$ cat config.mk
export PLATFORM = sky130hd
export DESIGN_NAME = alu_issue_ctrl
export DESIGN_NICKNAME = d
export VERILOG_FILES = /design/src/rtl/alu_issue_ctrl.sv
export SDC_FILE = /design/constraint.sdc
export NUM_CORES = 1
export LEC_CHECK = 0
export ABC_AREA = 1
export BUFFER_PORTS_ARGS = -buffer_cell sky130_fd_sc_hd__buf_4
export CELL_PAD_IN_SITES_DETAIL_PLACEMENT = 1
export CELL_PAD_IN_SITES_GLOBAL_PLACEMENT = 1
export CORE_UTILIZATION = 28
export DETAILED_ROUTE_END_ITERATION = 7
export PLACE_DENSITY = 0.74
export SYNTH_ARGS = -nofsm -noshare
export SYNTH_HDL_FRONTEND = slang
export SYNTH_SLANG_ARGS = --single-unit
$ cat constraint.sdc
create_clock -name CLK -period 1.38 [get_ports CLK]
set_input_delay 0.276 -clock CLK [delete_from_list [all_inputs] [get_ports CLK]]
set_output_delay 0.276 -clock CLK [all_outputs]
set_load 0.01 [all_outputs]
$ cat src/rtl/alu_issue_ctrl.sv
// Execute-stage issue/retire controller: operand register feeding an external combinational ALU,
// a response register toward writeback, and a held signed-overflow exception with a RUN/TRAP FSM.
package cpu_types_pkg;
  localparam int WORD_W = 32;

  typedef enum logic [3:0] {
    ALU_SLL  = 4'd0,
    ALU_SRL  = 4'd1,
    ALU_SRA  = 4'd2,
    ALU_ADD  = 4'd3,
    ALU_ADDU = 4'd4,
    ALU_SUB  = 4'd5,
    ALU_SUBU = 4'd6,
    ALU_AND  = 4'd7,
    ALU_OR   = 4'd8,
    ALU_XOR  = 4'd9,
    ALU_NOR  = 4'd10,
    ALU_SLT  = 4'd11,
    ALU_SLTU = 4'd12
  } aluop_t;
endpackage

module alu_issue_ctrl
  import cpu_types_pkg::*;
#(
  parameter int TAG_W = 4
) (
  input  logic              CLK,
  input  logic              RST,
  input  logic              req_valid,
  output logic              req_ready,
  input  aluop_t            req_op,
  input  logic [WORD_W-1:0] req_a,
  input  logic [WORD_W-1:0] req_b,
  input  logic [4:0]        req_shamt,
  input  logic              req_use_shamt,
  input  logic              req_trap_ov,
  input  logic [TAG_W-1:0]  req_tag,
  output logic [WORD_W-1:0] alu_port_a,
  output logic [WORD_W-1:0] alu_port_b,
  output aluop_t            alu_op,
  input  logic [WORD_W-1:0] alu_result,
  input  logic              alu_negative,
  input  logic              alu_overflow,
  output logic              rsp_valid,
  input  logic              rsp_ready,
  output logic [WORD_W-1:0] rsp_result,
  output logic              rsp_zero,
  output logic              rsp_negative,
  output logic              rsp_carry,
  output logic [TAG_W-1:0]  rsp_tag,
  output logic              exc_ov,
  output logic [TAG_W-1:0]  exc_tag,
  input  logic              exc_ack
);

  typedef enum logic {ST_RUN = 1'b0, ST_TRAP = 1'b1} state_t;

  state_t              state_q, state_d;

  logic                s1_valid_q, s1_valid_d;
  logic [WORD_W-1:0]   port_a_q, port_a_d;
  logic [WORD_W-1:0]   port_b_q, port_b_d;
  aluop_t              op_q, op_d;
  logic                s1_trap_q, s1_trap_d;
  logic [TAG_W-1:0]    s1_tag_q, s1_tag_d;

  logic                rsp_valid_q, rsp_valid_d;
  logic [WORD_W-1:0]   rsp_result_q, rsp_result_d;
  logic                rsp_zero_q, rsp_zero_d;
  logic                rsp_negative_q, rsp_negative_d;
  logic                rsp_carry_q, rsp_carry_d;
  logic [TAG_W-1:0]    rsp_tag_q, rsp_tag_d;

  logic                exc_ov_q, exc_ov_d;
  logic [TAG_W-1:0]    exc_tag_q, exc_tag_d;

  logic                s2_adv;
  logic                sov;
  logic                trap_fire;
  logic                s2_load;
  logic                req_hs;
  logic                a_sign, b_sign, r_sign;

  assign a_sign = port_a_q[WORD_W-1];
  assign b_sign = port_b_q[WORD_W-1];
  assign r_sign = alu_result[WORD_W-1];

  // Only signed ADD/SUB can raise the exception; the ALU carry flag is never consulted here.
  always_comb begin
    sov = 1'b0;
    if (op_q == ALU_ADD) begin
      sov = (a_sign == b_sign) && (r_sign != a_sign);
    end else if (op_q == ALU_SUB) begin
      sov = (a_sign != b_sign) && (r_sign != a_sign);
    end
  end

  assign s2_adv    = s1_valid_q && (!rsp_valid_q || rsp_ready);
  assign trap_fire = (state_q == ST_RUN) && s2_adv && s1_trap_q && sov;
  assign s2_load   = s2_adv && !trap_fire;
  assign req_hs    = req_valid && req_ready;

  // FSM: state register
  always_ff @(posedge CLK) begin
    if (RST) begin
      state_q <= ST_RUN;
    end else begin
      state_q <= state_d;
    end
  end

  // FSM: next state
  always_comb begin
    state_d = state_q;
    case (state_q)
      ST_RUN:  if (trap_fire) state_d = ST_TRAP;
      ST_TRAP: if (exc_ack)   state_d = ST_RUN;
      default: state_d = ST_RUN;
    endcase
  end

  // FSM: outputs. Intake also closes in the cycle the trap fires so no younger op slips in behind it.
  always_comb begin
    req_ready = 1'b0;
    case (state_q)
      ST_RUN:  req_ready = (!s1_valid_q || s2_adv) && !trap_fire;
      default: req_ready = 1'b0;
    endcase
  end

  always_comb begin
    s1_valid_d = s1_valid_q;
    port_a_d   = port_a_q;
    port_b_d   = port_b_q;
    op_d       = op_q;
    s1_trap_d  = s1_trap_q;
    s1_tag_d   = s1_tag_q;
    if (req_hs) begin
      s1_valid_d = 1'b1;
      port_a_d   = req_use_shamt ? {{(WORD_W-5){1'b0}}, req_shamt} : req_a;
      port_b_d   = req_b;
      op_d       = req_op;
      s1_trap_d  = req_trap_ov;
      s1_tag_d   = req_tag;
    end else if (s2_adv) begin
      s1_valid_d = 1'b0;
    end
  end

  always_comb begin
    rsp_valid_d    = rsp_valid_q;
    rsp_result_d   = rsp_result_q;
    rsp_zero_d     = rsp_zero_q;
    rsp_negative_d = rsp_negative_q;
    rsp_carry_d    = rsp_carry_q;
    rsp_tag_d      = rsp_tag_q;
    if (s2_load) begin
      rsp_valid_d    = 1'b1;
      rsp_result_d   = alu_result;
      rsp_zero_d     = (alu_result == '0);
      rsp_negative_d = alu_negative;
      rsp_carry_d    = alu_overflow;
      rsp_tag_d      = s1_tag_q;
    end else if (rsp_ready) begin
      rsp_valid_d = 1'b0;
    end
  end

  always_comb begin
    exc_ov_d  = exc_ov_q;
    exc_tag_d = exc_tag_q;
    if (trap_fire) begin
      exc_ov_d  = 1'b1;
      exc_tag_d = s1_tag_q;
    end else if ((state_q == ST_TRAP) && exc_ack) begin
      exc_ov_d = 1'b0;
    end
  end

  always_ff @(posedge CLK) begin
    if (RST) begin
      s1_valid_q     <= 1'b0;
      port_a_q       <= '0;
      port_b_q       <= '0;
      op_q           <= ALU_SLL;
      s1_trap_q      <= 1'b0;
      s1_tag_q       <= '0;
      rsp_valid_q    <= 1'b0;
      rsp_result_q   <= '0;
      rsp_zero_q     <= 1'b1;
      rsp_negative_q <= 1'b0;
      rsp_carry_q    <= 1'b0;
      rsp_tag_q      <= '0;
      exc_ov_q       <= 1'b0;
      exc_tag_q      <= '0;
    end else begin
      s1_valid_q     <= s1_valid_d;
      port_a_q       <= port_a_d;
      port_b_q       <= port_b_d;
      op_q           <= op_d;
      s1_trap_q      <= s1_trap_d;
      s1_tag_q       <= s1_tag_d;
      rsp_valid_q    <= rsp_valid_d;
      rsp_result_q   <= rsp_result_d;
      rsp_zero_q     <= rsp_zero_d;
      rsp_negative_q <= rsp_negative_d;
      rsp_carry_q    <= rsp_carry_d;
      rsp_tag_q      <= rsp_tag_d;
      exc_ov_q       <= exc_ov_d;
      exc_tag_q      <= exc_tag_d;
    end
  end

  assign alu_port_a   = port_a_q;
  assign alu_port_b   = port_b_q;
  assign alu_op       = op_q;
  assign rsp_valid    = rsp_valid_q;
  assign rsp_result   = rsp_result_q;
  assign rsp_zero     = rsp_zero_q;
  assign rsp_negative = rsp_negative_q;
  assign rsp_carry    = rsp_carry_q;
  assign rsp_tag      = rsp_tag_q;
  assign exc_ov       = exc_ov_q;
  assign exc_tag      = exc_tag_q;

endmodule

-- Word-level counts from Yosys, hierarchy flattened
Index checks and enable logic that the tools add are counted.
- eq/ne operators: 5
- muxes and demuxes: 13
- bitwise logic cells: 1
- reductions and logical operators: 19
- operators with widths (cell ; number):
    $logic_not A32 Y1 ; 1
    $mux W32 ; 1
    $mux W1 ; 11
    $logic_and A1 B1 Y1 ; 10
    $reduce_bool A2 Y1 ; 3
    $eq A4 B2 Y1 const B ; 1
    $eq A4 B3 Y1 const B ; 1
    $logic_not A1 Y1 ; 3
    $logic_or A1 B1 Y1 ; 2
    $ne A1 B1 Y1 ; 2
    $pmux W1 S2 ; 1
    $eq A1 B1 Y1 ; 1
    $not A1 Y1 ; 1
- register bits: 120
- output and inout port bits: 114
- logic and storage cells: 53

-- Logic depth before layout (Yosys ltp)
Gate-level depths: netlist of the first run.
- depth after elaboration: 11
- gate-level depth with buffers: 12
- mapped depth without buffers: 10

-- Worst setup path after synthesis of the first run
Ideal clock, no wire load.
- path kind: register to register
- start: reg rsp_valid_q (netlist: rsp_valid)
- end: reg rsp_result_q[22] (netlist: rsp_result[22])
- arrival time: 1332 ps
- data required time: 1264 ps
- path slack: -68 ps
- stages on the path, launching flop included: 11
- clock period less this slack: 1448 ps
- cell sequence: dfxtp_1 a21oi_2 nand2_1 nor2_2 nand2_4 nand2_2 inv_2 buf_4 buf_6 nor2_1 nor2_1
- longest elaborated chain between the ends: 8
- ends and longest elaborated chain (what ; RTL line ; RTL):
    start, declared ; 68 ; logic rsp_valid_q, rsp_valid_d;
    start signal, assigned ; 204 ; rsp_valid_q <= rsp_valid_d;
    $logic_not A1 Y1 (*) ; 99 ; assign s2_adv = s1_valid_q && (!rsp_valid_q || rsp_ready);
    $logic_or A1 B1 Y1 (*) ; 99 ;
    $logic_and A1 B1 Y1 (*) ; 99 ;
    $logic_and A1 B1 Y1 (3 in a row) ; 100 ; assign trap_fire = (state_q == ST_RUN) && s2_adv && s1_trap_q && sov;
    $logic_not A1 Y1 ; 101 ; assign s2_load = s2_adv && !trap_fire;
    $logic_and A1 B1 Y1 (*) ; 101 ;
    end signal, assigned ; 205 ; rsp_result_q <= rsp_result_d;
    end, declared ; 69 ; logic [WORD_W-1:0] rsp_result_q, rsp_result_d;
Every way passes the cells marked *; elsewhere a longest branch is shown, timed or not.
A chain may end at the register's enable or synchronous reset.

-- Final worst setup path of the first run
- start: reg op_q[2] (netlist: alu_op[2])
- end: out req_ready
- longest elaborated chain between the ends: 7
- elaborated cells on any way between the ends: 8
- ends and longest elaborated chain (what ; RTL line ; RTL):
    start, declared ; 64 ; aluop_t op_q, op_d;
    start signal, assigned ; 201 ; op_q <= op_d;
    $eq A4 B3 Y1 ; 94 ; end else if (op_q == ALU_SUB) begin
    $mux W1 ; 94 ;
    $mux W1 (*) ; 92 ; if (op_q == ALU_ADD) begin
    $logic_and A1 B1 Y1 (*) ; 100 ;
    $logic_not A1 Y1 (*) ; 127 ; ST_RUN: req_ready = (!s1_valid_q || s2_adv) && !trap_fire;
    $logic_and A1 B1 Y1 (*) ; 127 ;
    $mux W1 (*) ; 126 ; case (state_q)
    end, declared ; 31 ; output logic req_ready,
Marks and branches as above.

==> summary.md, run 1 <==
| Metric | Value |
|---|---|
| Die footprint | 19,100 µm² |
| Critical Path, Cell by Cell | buf_6 -> nor2_4 -> nand3_2 -> nand2_2 -> nand2_4 -> inv_4 -> nor2_4 -> buf_6 |
| RSZ-0062 raised after global routing | yes |
| Worst setup EP type | primary output |
| N_diodes | 0 |
| Pwr per Cell Area | ~1200 nW/µm² |
| CTS tree | yes |
| H-tree depth | 4 |
| Cells after Synth | roughly 780 |
| Setup Slack @ Placement | -0.183 ns |
| MaxCap Viol Count | 0 |
| Arrival time worst endpoint | ~1.4 ns |
| Detailed Route Iter0 Violations | ~180 |
| Chip width | roughly 140 µm |
| Leakage | between 0.004 and 0.005 µW |
| Failing checks | negative setup slack |
| Type of the worst setup path | register to primary output |
| Synthesized flop and latch total | 120 |
| Final core utilization | 0.522 |
| Final hold vios | 0 |
| Worst-margin pin slew | about 0.33 ns |
| Cell Area, Synth | slightly above 5000 µm² |
| Max_slew headroom | 0.782 |
| Power, Total | about 11,000 µW |
| Unique masters post-synth | 21 |
| Sequential fraction of the synthesis area | 0.464 |
| Initial core utilization | 0.288 |
| Syn nets | approximately 900 |
| Finished Layout Cells | ~1,300 |
| Fmax | around 0.6 GHz |
| Delay-heaviest family, CP | simple AND/OR/NAND/NOR gates |
| CP Max Fanout | 3 |
| Critical Path RT | 1.10 ns |
| Tcrit/Tclk final | 1.22 |
| Avg WL per Cell | around 16 µm |
| Largest net degree at the start of global routing | 35 |
| Tmin final | 1.69 ns |
| Final setup violation count | around 120 |
| CTS buffer count | 17 |
| Hold WS | roughly 0.068 ns |
| Die height | ~140 µm |
| Area grow syn2layout | 81.7% |
| Post-Place Cells | approximately 1,200 |
| Initial antenna violation count | 0 |
| Vias post-DR | slightly below 6,000 |
| Critical path's largest stage delay | around 0.33 ns |
| DR vias/cell | 4.51 |
| Final worst setup slack | -0.309 ns |
| Yosys warns | 0 |
| Worst path slowest cell | dfxtp_2 |
| Max IR drop VDD | 880 µV |
| CTS sink count | 120 |
| FP Rows | 49 |
| Startpoint types | register |
| IO Count | around 230 |
| Reg2Reg Setup Slack | -0.29 ns |
| First-pass GRT wire length | 28,800 µm |
| CTS clk-pin slew, worst paths | around 0.06 ns |
| Clock Skew | 0.00903 ns |
| Post-synthesis async set-or-reset flop share | 0 |
| Slew Limit Fails | 0 |
| Drt first pass iters | 4 |
| Layout cells sized above 1 | 0.518 |
| Final nets | 1,170 |
| WP buf/inv | 3 |
| # hold bufs at CTS | 0 |
| DRC | 0 |
| HPWL Detailed | between 10,000 and 15,000 µm |
| Status | complete, but fails checks |
| Clk_lat worst skew | ~0.42 ns |
| Final wirelength | 20,200 µm |
| Avg Inst Size Synth | 6.62 µm² |
| GRT Overall Usage | 0.190 |
| Post-route ant nets | 0 |
| # port buffers | 231 |
| Max clock buf depth | 2 |
| Floorplan core area | around 18,000 µm² |
| Routability congestion estimate | 0.725 |
| Hold crit path type | input port to register |
| Vias in the first global route | about 5,600 |
| Top_reg_cell synth | dfxtp_1 |
| Root Driver | clkbuf_16 |
| Gr ovfl total | 0 |
| Post-synth EDFFs | 0 |
-- registers in the layout, summed over array words and instances, names as in the netlist, 4 cells and up --
name / cells
alu_port_a: 32
alu_op: 4
rsp_tag: 4
exc_tag: 4
s1_tag_q: 4
alu_port_b: 32
rsp_result: 32
-- worst min-delay path: cells and delay by family --
kind,cells,cell delay [ns]
buf+inv,1,0.08
simple gates,2,0.09
-- worst paths after layout --
kind / from / to / cells after the start
max: alu_op[2] / req_ready / 8
max reg2reg: alu_op[2] / rsp_result[14] / 12
min reg2reg: exc_ov / exc_ov / 2
min: req_b[12] / alu_port_b[12] / 3
-- kinds of logic (layout without fill, tap and decap cells) --
logic type	count (synthesis)	count (layout)	synth area share
buffers and inverters	160	442	0.133
AO/OA/AOI/OAI	49	49	0.0480
AND/OR/NAND/NOR	449	449	0.345
flip-flops	120	120	0.464
multiplexers	5	5	0.00966
-- cell usage in the layout (no fill, tap or decap), types with 2 or more instances in the layout --
cell type,instances
nor2_1,161
mux2i_1,5
o21ai_1,8
nand2_2,48
buf_8,3
nand2_4,54
clkbuf_16,29
buf_16,5
bufinv_16,4
nand4_1,33
buf_4,252
buf_6,10
nand2_1,81
o21ai_2,4
clkinv_4,3
a21oi_1,3
buf_12,13
dfxtp_1,114
nor2_2,56
nand3_2,2
clkinv_2,3
dfxtp_2,5
inv_2,36
clkinvlp_4,3
inv_1,76
inv_6,2
nor2_4,11
a21oi_2,2
o21ai_0,31
-- cell usage after synthesis, types with 2 or more instances --
| cell | count | area share |
|---|---|---|
| a21oi_1 | 5 | 0.0048 |
| o21ai_0 | 43 | 0.042 |
| buf_1 | 2 | 0.0014 |
| clkbuf_1 | 20 | 0.014 |
| dfxtp_1 | 120 | 0.46 |
| buf_2 | 12 | 0.012 |
| buf_6 | 9 | 0.020 |
| nor2_1 | 227 | 0.16 |
| nand2_1 | 182 | 0.13 |
| mux2i_1 | 5 | 0.0097 |
| inv_1 | 94 | 0.068 |
| buf_4 | 2 | 0.0029 |
| inv_2 | 20 | 0.014 |
| nand4_1 | 33 | 0.040 |
| nand3_1 | 3 | 0.0029 |
-- per-stage QoR --
stage | instance area [µm²] | setup TNS, ns
3_5_place_dp | 7330 | -13.43
4_1_cts | 8270 | -22.70
5_1_grt | 9410 | -37.63
6_report | 9410 | -25.64
2_1_floorplan | 5210 | -0.918
3_3_place_gp | 7330 | -10.37
-- where the power goes --
group          leakage, µW  internal [µW]  total (µW)  switching (µW)
clock             0.000303           3080        4840            1750
sequential        0.000995           3710        3860             154
combinational      0.00337           1130        2210            1090
-- repair_timing --
action,CTS,global route
endpoints found under the setup margin,115,119
setup buffers,8,2
gates cloned,5,15
resized for setup,46,257
pin swaps,8,43
-- cell type report --
type	instances	area, µm²
repair buffers	295	2750
clock buffers	18	439
fillers	2165	8610
multi-input cells	503	2890
flip-flops and latches	120	2410
clock inverters	14	196
well taps	229	287
inverters	115	443
-- per-layer routing --
metal,GRT usage,vias to the layer above,wire length [µm]
met3,0.0762,21,1410
met5,0,-,0
li1,-,2886,-
met2,0.317,169,10100
met4,0.0503,0,260
met1,0.225,2764,8490
(Power assumes the default switching activity.)
==> run 2: changes to the inputs <==
- ABC_CLOCK_PERIOD_IN_PS: unset -> 1380
- CORE_ASPECT_RATIO: unset -> 1.2
==> run 2 against run 1 <==
Compared with the run above: the flow still finishes with violations (negative setup slack); utilization decreased by 0.97 points; register-to-register slack worse by 0.05 ns; first-iteration DRC count shrank 11%; setup slack worse by 0.038 ns; non-clock buffer count grew 18; via count fell by 0.10%; wire length rose by 0.56%; count of clock-buffer cells in the layout is 5 higher; critical path type unchanged; final area shrank 1.0%.
==> summary.md, run 2 (same netlist as run 1, synthesis figures left out) <==
| Metric | Value |
|---|---|
| Vias in the first global route | 5,755 (was 5,604) |
| Type of the worst setup path | register to primary output (unchanged) |
| Max clock buf depth | 2 (unchanged) |
| Pwr per Cell Area | 1110 nW/µm² (was 1160 nW/µm²) |
| Vias post-DR | 5,834 (was 5,840) |
| Hold Startpoint | req_b[16] (was req_b[12]) |
| Worst-margin pin slew | 0.331 ns (was 0.328 ns) |
| FF-to-FF End | alu_port_b[24] (was rsp_result[14]) |
| Die footprint | 19,100 µm² (about the same) |
| FF-to-FF Start | alu_port_b[31] (was alu_op[2]) |
| Worst setup EP type | primary output (unchanged) |
| Die height | 151 µm (was 138 µm) |
| Met2 wire len | 10,600 µm (was 10,100 µm) |
| Pint | 7530 µW (was 7920 µW) |
| Worst-case reg-to-reg path depth | 13 (was 12) |
| Chip width | 126 µm (was 138 µm) |
| # port buffers | 231 (unchanged) |
| CTS sink count | 120 (unchanged) |
| Area grow syn2layout | 79.8% (was 81.7%) |
| Hold crit path type | input port to register (unchanged) |
| Clock Skew | 0.00899 ns (was 0.00903 ns) |
| Setup TNS | -28.86 ns (was -25.64 ns) |
| Seq pwr share | 0.374 (was 0.354) |
| Tmin final | 1.73 ns (was 1.69 ns) |
| Detailed Route Iter0 Violations | 159 (was 178) |
| Avg WL per Cell | 15.6 µm (about the same) |
| Post-route ant nets | 0 (unchanged) |
| Final hold vios | 0 (unchanged) |
| Uppermost routed layer | met4 (unchanged) |
| Power, Total | 10,300 µW (was 10,900 µW) |
| Comb pwr share | 0.208 (was 0.203) |
| RSZ-0062 raised after global routing | yes (unchanged) |
| Leakage | 0.00471 µW (was 0.00467 µW) |
| Initial core utilization | 0.285 (was 0.288) |
| HPWL Detailed | 12,500 µm (was 12,300 µm) |
| Status | complete, but fails checks (unchanged) |
| CP Max Fanout | 2 (was 3) |
| Clk network pwr share | 0.418 (was 0.443) |
| MaxCap Viol Count | 0 (unchanged) |
| # hold bufs at CTS | 0 (unchanged) |
| CTS buffer count | 17 (unchanged) |
| Metal-1 WL | 8420 µm (was 8490 µm) |
| Initial antenna violation count | 0 (unchanged) |
| Final setup violation count | 118 (was 115) |
| Switching power | 2790 µW (was 2990 µW) |
| Max_slew headroom | 0.779 (was 0.782) |
| Drt first pass iters | 4 (unchanged) |
| Max IR drop VDD | 818 µV (was 880 µV) |
| CTS tree | yes (unchanged) |
| Layout cells sized above 1 | 0.460 (was 0.518) |
| Hold path cells | 3 (unchanged) |
| Failing checks | negative setup slack (unchanged) |
| GRT Overall Usage | 0.196 (was 0.190) |
| Critical Path RT | 1.10 ns (about the same) |
| Arrival time worst endpoint | 1.45 ns (was 1.41 ns) |
| First-pass GRT wire length | 28,900 µm (was 28,800 µm) |
| Tcrit/Tclk final | 1.25 (was 1.22) |
| Most frequent cells in the layout | 262 x buf_4, 174 x nor2_1, 133 x nand2_1 (was 252 x buf_4, 161 x nor2_1, 114 x dfxtp_1) |
| Switching Fraction | 0.271 (was 0.274) |
| Commonest non-fill, non-tap cell in the layout | buf_4 (unchanged) |
| Root Driver | clkbuf_16 (unchanged) |
| Largest net degree at the start of global routing | 47 (was 35) |
| Reg2Reg Setup Slack | -0.34 ns (was -0.29 ns) |
| Routability congestion estimate | 0.748 (was 0.725) |
| FP Rows | 54 (was 49) |
| N_diodes | 0 (unchanged) |
| Fmax | 0.579 GHz (was 0.592 GHz) |
| Floorplan core area | 18,200 µm² (was 18,000 µm²) |
| Gr ovfl total | 0 (unchanged) |
| IO Count | 232 (unchanged) |
| FILL cells | 2,199 (was 2,165) |
| Final worst setup slack | -0.347 ns (was -0.309 ns) |
| DRC | 0 (unchanged) |
| Clk_lat worst skew | 0.41 ns (was 0.42 ns) |
| Startpoint types | register (unchanged) |
| DR vias/cell | 4.46 (was 4.51) |
| Final wirelength | 20,400 µm (was 20,200 µm) |
| Slew Limit Fails | 0 (unchanged) |
| H-tree depth | 4 (unchanged) |
| CTS clk-pin slew, worst paths | 0.06 ns (about the same) |
| Worst hold endpoint | alu_port_b[16] (was alu_port_b[12]) |
| Final nets | 1,190 (was 1,170) |
| Met3 WL | 888 µm (was 1410 µm) |
==> run 2: changes by cell type in the layout (fill, tap and decap cells not counted), sizes merged <==
| cell | change |
|---|---|
| inv | -2 |
| bufinv | -2 |
| clkinv | -1 |
| bufbuf | +1 |
| nand3 | +2 |
| clkbuf | +5 |
| clkinvlp | -1 |
| buf | +17 |
==> run 2: timing repair <==
action / in CTS / in global routing
endpoints found under the hold margin: 0 / 0
cloned: 10 / 15
endpoints found under the setup margin: 114 / 122
resized for setup: 26 / 196
setup buffers: 4 / 16
pin swaps: 9 / 25
==> run 2: worst max-delay path, cell delays in order (launching register included) <==
cell	delay (ns)
dfxtp_2	0.35
inv_2	0.05
nor2_2	0.15
nand2_1	0.10
nand2_2	0.10
nand2_4	0.07
inv_4	0.07
nor2_4	0.03
buf_6	0.11
==> run 2: cell type report <==
cell class                      count  area, µm²  area share
Sequential cell                   120       2410       0.259
Multi-Input combinational cell    505       2640       0.284
Clock inverter                      8       98.8      0.0106
Clock buffer                       23        458      0.0492
Tap cell                          224        280      0.0301
Timing Repair Buffer              313       2990       0.320
Inverter                          115        443      0.0475
==> run 2: worst max-delay path by stage <==
stage          slack (ns)  cells past startpoint              to           start
2_1_floorplan       -0.03                     10  rsp_result[22]       rsp_valid
3_3_place_gp        -0.12                     11       alu_op[2]       rsp_ready
3_5_place_dp        -0.17                     11   alu_port_b[9]       rsp_ready
4_1_cts             -0.30                      8       req_ready       alu_op[2]
5_1_grt             -0.44                     13  alu_port_b[21]  alu_port_b[31]
6_report            -0.35                      8       req_ready       alu_op[2]
==> run 2: metrics by stage <==
| stage | worst slack [ns] | instances | area (µm²) | utilization | hold slack [ns] |
|---|---|---|---|---|---|
| floorplan | -0.0341 | 783 | 5210 | - | 0.338 |
| finish | -0.347 | 1308 | 9320 | 0.513 | 0.0672 |
| global placement | -0.121 | 1235 | 7370 | 0.405 | 0.444 |
| global route | -0.435 | 1308 | 9320 | 0.513 | 0.0711 |
| CTS | -0.303 | 1280 | 8300 | 0.457 | 0.0666 |
| detailed placement | -0.172 | 1235 | 7370 | 0.405 | 0.457 |
==> run 2: layer usage <==
metal	vias to the layer above	GRT usage
li1	2937	-
met5	-	0
met1	2721	0.224
met3	31	0.0533
met4	0	0.0837
met2	145	0.342
==> run 2: power by group through the flow <==
stage          sequential (µW)  clock, µW  combinational, µW
3_3_place_gp              3900          0               1610
3_5_place_dp              3910          0               1640
5_1_grt                   3890       4560               2340
6_report                  3860       4310               2150
4_1_cts                   3840       4430               1800
2_1_floorplan             4010          0                667
